**src/rtl/aes_uart_host.sv**
```systemverilog
// Link master for the AES-over-UART byte protocol: streams 16 key bytes and then 16 text bytes
// (MSB byte first) to a uart_tx, then assembles the 16-byte reply from a uart_rx into result.
module aes_uart_host #(
   parameter int RESP_TIMEOUT = 2000000,
   parameter int TO_W         = 21
) (
   input  logic         clk,
   input  logic         rst,
   input  logic         cmd_start,
   input  logic [127:0] key,
   input  logic [127:0] text,
   output logic         tx_start,
   output logic [7:0]   tx_data,
   input  logic         tx_busy,
   input  logic [7:0]   rx_byte,
   input  logic         rx_ready,
   output logic [127:0] result,
   output logic         result_valid,
   output logic         busy,
   output logic         timeout
);
   typedef enum logic [2:0] {
      IDLE,
      TX_LOAD,
      TX_WAIT_HI,
      TX_WAIT_LO,
      RX_COLLECT
   } state_t;

   localparam logic [TO_W-1:0] TO_LAST = TO_W'(RESP_TIMEOUT - 1);

   state_t          state_reg, state_next;
   logic [255:0]    shift_reg, shift_next;
   logic [5:0]      byte_cnt_reg, byte_cnt_next;
   logic [TO_W-1:0] to_cnt_reg, to_cnt_next;
   logic [127:0]    acc_reg, acc_next;
   logic [3:0]      rx_cnt_reg, rx_cnt_next;
   logic            tx_start_reg, tx_start_next;
   logic [7:0]      tx_data_reg, tx_data_next;
   logic [127:0]    result_reg, result_next;
   logic            result_valid_reg, result_valid_next;
   logic            timeout_reg, timeout_next;

   always_ff @(posedge clk or posedge rst) begin
      if (rst) begin
         state_reg        <= IDLE;
         shift_reg        <= '0;
         byte_cnt_reg     <= '0;
         to_cnt_reg       <= '0;
         acc_reg          <= '0;
         rx_cnt_reg       <= '0;
         tx_start_reg     <= 1'b0;
         tx_data_reg      <= '0;
         result_reg       <= '0;
         result_valid_reg <= 1'b0;
         timeout_reg      <= 1'b0;
      end else begin
         state_reg        <= state_next;
         shift_reg        <= shift_next;
         byte_cnt_reg     <= byte_cnt_next;
         to_cnt_reg       <= to_cnt_next;
         acc_reg          <= acc_next;
         rx_cnt_reg       <= rx_cnt_next;
         tx_start_reg     <= tx_start_next;
         tx_data_reg      <= tx_data_next;
         result_reg       <= result_next;
         result_valid_reg <= result_valid_next;
         timeout_reg      <= timeout_next;
      end
   end

   always_comb begin
      state_next        = state_reg;
      shift_next        = shift_reg;
      byte_cnt_next     = byte_cnt_reg;
      to_cnt_next       = to_cnt_reg;
      acc_next          = acc_reg;
      rx_cnt_next       = rx_cnt_reg;
      tx_start_next     = 1'b0;
      tx_data_next      = tx_data_reg;
      result_next       = result_reg;
      result_valid_next = 1'b0;
      timeout_next      = 1'b0;

      unique case (state_reg)
         IDLE: begin
            if (cmd_start) begin
               shift_next    = {key, text};
               byte_cnt_next = '0;
               state_next    = TX_LOAD;
            end
         end
         TX_LOAD: begin
            if (!tx_busy) begin
               tx_data_next  = shift_reg[255:248];
               tx_start_next = 1'b1;
               state_next    = TX_WAIT_HI;
            end
         end
         // uart_tx may raise busy a few cycles after the pulse; wait for it to be seen high first
         TX_WAIT_HI: begin
            if (tx_busy) begin
               state_next = TX_WAIT_LO;
            end
         end
         TX_WAIT_LO: begin
            if (!tx_busy) begin
               if (byte_cnt_reg == 6'd31) begin
                  byte_cnt_next = '0;
                  to_cnt_next   = '0;
                  rx_cnt_next   = '0;
                  state_next    = RX_COLLECT;
               end else begin
                  byte_cnt_next = byte_cnt_reg + 6'd1;
                  shift_next    = {shift_reg[247:0], 8'h00};
                  state_next    = TX_LOAD;
               end
            end
         end
         RX_COLLECT: begin
            if (rx_ready) begin
               acc_next    = {acc_reg[119:0], rx_byte};
               rx_cnt_next = rx_cnt_reg + 4'd1;
               to_cnt_next = '0;
               if (rx_cnt_reg == 4'd15) begin
                  result_next       = {acc_reg[119:0], rx_byte};
                  result_valid_next = 1'b1;
                  state_next        = IDLE;
               end
            end else if (to_cnt_reg == TO_LAST) begin
               timeout_next = 1'b1;
               state_next   = IDLE;
            end else begin
               to_cnt_next = to_cnt_reg + TO_W'(1);
            end
         end
         default: state_next = IDLE;
      endcase
   end

   assign tx_start     = tx_start_reg;
   assign tx_data      = tx_data_reg;
   assign result       = result_reg;
   assign result_valid = result_valid_reg;
   assign timeout      = timeout_reg;
   assign busy         = (state_reg != IDLE);

endmodule

```
**config.mk**
```make
export PLATFORM = sky130hd
export DESIGN_NAME = aes_uart_host
export DESIGN_NICKNAME = d
export VERILOG_FILES = /design/src/rtl/aes_uart_host.sv
export SDC_FILE = /design/constraint.sdc
export NUM_CORES = 1
export LEC_CHECK = 0
export BUFFER_PORTS_ARGS = -buffer_cell sky130_fd_sc_hd__buf_2
export CORE_ASPECT_RATIO = 0.75
export CORE_MARGIN = 4
export CORE_UTILIZATION = 58
export CTS_BUF_LIST = sky130_fd_sc_hd__clkbuf_2
export CTS_CLUSTER_DIAMETER = 30
export CTS_CLUSTER_SIZE = 20
export DETAILED_ROUTE_END_ITERATION = 16
export PLACE_DENSITY = 0.82
export SYNTH_ARGS = -nofsm -noshare
export SYNTH_HDL_FRONTEND = slang
export SYNTH_SLANG_ARGS = --single-unit
```
**constraint.sdc**
```tcl
create_clock -name clk -period 19.03 [get_ports clk]
set_clock_uncertainty 0.15 [all_clocks]
set_input_delay 0.9515 -clock clk [delete_from_list [all_inputs] [get_ports clk]]
set_output_delay 0.9515 -clock clk [all_outputs]
set_load 0.01 [all_outputs]
```
# Word level (Yosys, flattened, before mapping)
# Index checks and enable logic that the tools add are counted.
dict set report totals {
  regBits 549
  out_inout_bits 140
  elab_cells 78
  input_bits 269
}
dict set report classes {
  bitwise_logic 1
  n_reduce_logical 12
  muxes 34
  addsub 3
  n_eq_ne 17
}
# operator n
set ops {}
lappend ops {{$mux 256} 3}
lappend ops {{$pmux 256 s2} 1}
lappend ops {{$mux 21} 4}
lappend ops {{$pmux 21 s2} 1}
lappend ops {{$mux 3} 8}
lappend ops {{$add 21x1->21 const B} 1}
lappend ops {{$eq 21x21->1 const B} 1}
lappend ops {{$mux 6} 3}
lappend ops {{$pmux 3 s5} 1}
lappend ops {{$ne 2x2->1 const B} 7}
lappend ops {{$mux 4} 3}
lappend ops {{$pmux 6 s2} 1}
lappend ops {{$reduce_and 4->1} 3}
lappend ops {{$ne 3x3->1 const B} 3}
lappend ops {{$mux 1} 8}
lappend ops {{$pmux 4 s2} 1}
lappend ops {{$add 6x1->6 const B} 1}
lappend ops {{$eq 3x2->1 const B} 2}
lappend ops {{$eq 6x5->1 const B} 1}
lappend ops {{$reduce_and 3->1} 2}
lappend ops {{$reduce_and 6->1} 1}
lappend ops {{$add 4x1->4 const B} 1}
lappend ops {{$eq 4x4->1 const B} 1}
lappend ops {{$reduce_and 2->1} 2}
lappend ops {{other kinds (6)} 7}

# Longest topological paths before layout
dict set report depth {
  ltp_word 4
  depth_mapped 8
  mapped_depth_nobuf 5
}

# Worst setup path before layout
# No wires, ideal clock.
dict set report synth_path {
  path_type {input -> register}
  from {input port cmd_start}
  to {register shift_reg[10]}
  path_buffers 2
  setup_slack_ps 16257
  required_ps 18755
  path_stages 6
  setup_ps 125
  arrival_time_ps 2498
  path_cell_list {or3b_1 > a21o_1 > a31oi_1 > buf_2 > buf_4 > mux2_2}
}
dict set report synth_between {
  elab_chain_cells 2
}
# item line
set synth_lines {}
lappend synth_lines {{start, declared} 9} ;# input logic cmd_start,
lappend synth_lines {{$ne 2x2->1 (no line)} -}
lappend synth_lines {{$reduce_and 4->1 (no line)} -}
lappend synth_lines {{end signal, assigned} 59} ;# shift_reg <= shift_next;
lappend synth_lines {{end, declared} 33} ;# logic [255:0] shift_reg, shift_next;
# Every way passes these cells.
# A chain may end at the register's enable or synchronous reset.

# Worst setup path after layout
dict set report layout_path {
  from {register state_reg[1]}
  to {register shift_reg[100]}
}
dict set report layout_between {
  elab_chain_cells 3
  word_cells_on_any_way 8
  cone_classes {4 x eq/ne; 1 x mux; 3 x reduce/logical}
}
# item line
set layout_lines {}
lappend layout_lines {{start, declared} 32} ;# state_t state_reg, state_next;
lappend layout_lines {{start signal, assigned} 58} ;# state_reg <= state_next;
lappend layout_lines {{$eq 3x2->1 or $logic_not 3->1 (tied branches)} 85} ;# unique case (state_reg)
lappend layout_lines {{$ne 2x2->1 (no line) or $reduce_bool 2->1 (tied branches)} -}
lappend layout_lines {{$reduce_and 4->1 (no line)} -}
# Parallel ways exist; a longest one is shown, timed or not.

==> qor.csv <==
stage,metric,value,unit
synth,Syn Std Cell Area,24180,um2
power_and_ir_drop,Flop pwr share,43.5,%
placement,Inst Count DP,2973,
placement,Port Buffers,408,
detailed_routing,number of remaining DRC errors,0,
timing,min Tclk post-route,3.730,ns
cts,clk buf depth,3,
synth,ranking of synthesized cells by area,"dfrtp_1 (57%), mux2_2 (24%), nand2_1 (12%)",
cts,CTS tree,built,
worst_setup_path,element type at the critical path start,flip-flop,
cells_and_area,area grow syn2layout,22.53,%
grt,largest net degree at the start of global routing,251,
timing,maximum clock rate,268.1,MHz
detailed_routing,via count,18266,
detailed_routing,post-route ant nets,0,
grt,grt total ovfl,0,
synth,syn nets,2385,
floorplan,Starting Density,58.99,%
grt,total track usage,27.66,%
synth,Yosys top cell area share,56.81,%
power_and_ir_drop,Clk pwr share,23.8,%
synth,Post-synth EDFFs,0,
job,max-cap violation count,0,
cts,setup bufs post-CTS,0,
grt,vias in the first global route,19421,
cts,clock insertion delay at the later pin of the skew report,1.11,ns
worst_setup_path,"Arr. time, crit path",4.46,ns
cts,clk sink count,549,
timing,actual slew at the worst max-slew pin,1.087,ns
timing,Setup Viol. Count Final,0,
synth,Post-Syn Instances,2113,
cts,Max H-tree Level,3,
worst_setup_path,"Req. time, crit path",19.76,ns
timing,relative slew slack,27.53,%
worst_setup_path,Reg2Reg Setup Slack,15.30,ns
worst_setup_path,crit end category,flip-flop,
synth,Netlist cell types,62,
floorplan,Die Y,184.8,um
cells_and_area,max reg flops,256,
detailed_routing,Via density,5.482,
worst_setup_path,Crit Reg-Reg Startpoint,state_reg[1]$_DFFE_PP0P_,
synth,Post-synth top flop,dfrtp_1,
placement,HPWL after DPL,37.66,mm
synth,#FFs+latches synth,549,
floorplan,io pins,409,
power_and_ir_drop,Int Pwr,2.435,mW
worst_setup_path,FF-to-FF path depth,6,
timing,Final Cycle Share,19.60,%
grt,initial antenna violation count,6,
floorplan,die width,243.8,um
synth,Syn. warnings,0,
status,status,"complete, no violations",
floorplan,num rows,64,
worst_setup_path,Crit Path Max Fanout,78,
synth,dominant cell type by area after synthesis,dfrtp_1,
detailed_routing,WL per Instance,18.98,um
floorplan,Die Area,45060,um2
cts,"Reg clk slew, reported paths",0.19,ns
power_and_ir_drop,combinational power share,32.7,%
placement,gp weighted congestion,0.8703,
worst_setup_path,Worst Setup EP,shift_reg[100]$_DFFE_PP0P_,
power_and_ir_drop,total net switching power,1.335,mW
synth,Post-synth top cells,"nand2_1 (762), dfrtp_1 (549), mux2_2 (505)",
worst_setup_path,Worst Setup SP,state_reg[1]$_DFFE_PP0P_,
cells_and_area,final net count,2957,
timing,setup TNS,0,ns
cts,CTS Buf Count,93,
detailed_routing,final wirelength,63.25,mm
worst_hold_path,hold path start,key[14],
synth,most numerous cell in the Yosys netlist,nand2_1,
detailed_routing,drt initial violations,1206,
cells_and_area,layout cells sized above 1,40.51,%
synth,post-synthesis sequential area ratio,56.81,%
grt,first-pass GRT wire length,100.5,mm
timing,final hold vios,0,
cts,PostCTS Resize Cnt,0,
cts,CTS root buf,clkbuf_2,
power_and_ir_drop,VDD IR max,0.0001176,V
worst_setup_path,WS Path Type,flip-flop to flip-flop,
timing,pins over their slew limit,0,
power_and_ir_drop,Static Leakage,15.50,nW
synth,syn avg cell area,11.45,um2
worst_setup_path,reg2reg end,shift_reg[100]$_DFFE_PP0P_,
power_and_ir_drop,Sw Ratio,35.40,%
worst_hold_path,Hold Crit Class,input pin to flip-flop,
timing,RSZ-0062 raised after global routing,no,
floorplan,core area,41000,um2
synth,"Async S/R FF share, synth",100.0,%
detailed_routing,DR pass1 iterations,7,
power_and_ir_drop,P per Cell Area,127.2,nW/um2
cells_and_area,post-route insts no fill,3332,
layout by cell type (no fill, tap or decap), types with 4 or more instances in the layout:
cell type and instances:
nor2_1 8, a22o_1 12, clkinv_1 6, dlygate4sd3_1 178
nand4_1 7, nand3_1 14, nand3b_1 4, inv_1 6
inv_8 6, nor4_1 7, dfrtp_1 549, clkinvlp_4 12
clkinv_2 16, nor3_1 9, and3_1 5, nand2_1 762
o21ai_0 17, a21oi_1 5, clkbuf_2 97, bufinv_16 15
diode_2 9, mux2_2 505, inv_6 13, buf_2 408
buf_4 14, a211o_1 6, xnor2_1 4, a221o_1 4
clkinv_4 8
worst min path at each step:
stage                     cells after the start  slack, ns                          to
after floorplan                               1       0.32   rx_cnt_reg[0]$_DFFE_PP0P_
after global placement                        1       0.33   rx_cnt_reg[0]$_DFFE_PP0P_
after detailed placement                      1       0.34      result[36]$_DFFE_PP0P_
after CTS                                     4     0.0002  shift_reg[169]$_DFFE_PP0P_
after global routing                          4      0.004  shift_reg[142]$_DFFE_PP0P_
final                                         4       0.13  shift_reg[142]$_DFFE_PP0P_
kinds of logic (layout without fill, tap and decap cells):
logic type	after synthesis	after routing	share of synthesized area, %
buf+inv	132	781	2.892
simple gates	850	850	14.27
compound gates	69	69	2.173
mux	506	506	23.56
flops	549	549	56.81
xor+xnor	4	4	0.1448
other cells	0	9	0
fa+ha+maj	3	3	0.1552
power by group through the flow:
stage          clock [mW]  sequential (mW)  combinational, mW
2_1_floorplan           0             1.60              0.970
3_3_place_gp            0             1.63               1.13
3_5_place_dp            0             1.65               1.18
4_1_cts             0.917             1.63               1.21
5_1_grt             0.976             1.67               1.37
6_report            0.898             1.64               1.23
critical path, stage by stage (launching register included):
cell and delay, ns:
dfrtp_1 0.58, or3b_1 0.45, a21o_1 0.32, a31oi_4 0.20, buf_4 0.56, buf_4 0.84
mux2_2 0.43
cell type report:
| cell class | count | area [um2] |
|---|---|---|
| flip-flops and latches | 549 | 13740 |
| fillers | 2689 | 11370 |
| multi-input cells | 1432 | 9799 |
| repair buffers | 602 | 3969 |
| clock inverters | 75 | 883.3 |
| well taps | 561 | 701.9 |
| clock buffers | 97 | 485.5 |
| inverters | 7 | 33.78 |
| diodes | 9 | 22.52 |
layer usage:
metal / track usage (%) / up-vias / part of all wire [%]
li1: - / 8288 / -
met1: 32.92 / 9048 / 38
met2: 46.71 / 673 / 50
met3: 6.816 / 257 / 6.0
met4: 15.65 / 0 / 5.6
met5: 0 / - / 0
metrics by stage:
stage          cell area (um2)  hold WS (ns)  worst slack [ns]  util (%)  total power [mW]
2_1_floorplan            24180        0.3180             2.580         -             2.571
3_3_place_gp             26460        0.3319             14.95     64.54             2.763
3_5_place_dp             26460        0.3399             14.92     64.54             2.830
4_1_cts                  29610     0.0001892             15.33     72.22             3.756
5_1_grt                  29630      0.003571             15.14     72.26             4.012
6_report                 29630        0.1313             15.30     72.28             3.770
what timing repair did:
action,4_1_cts,5_1_grt
hold endpoints to repair,296,0
endpoints found under the setup margin,0,0
hold buffers,178,0
No activity file was read; power rests on OpenSTA's default activity.
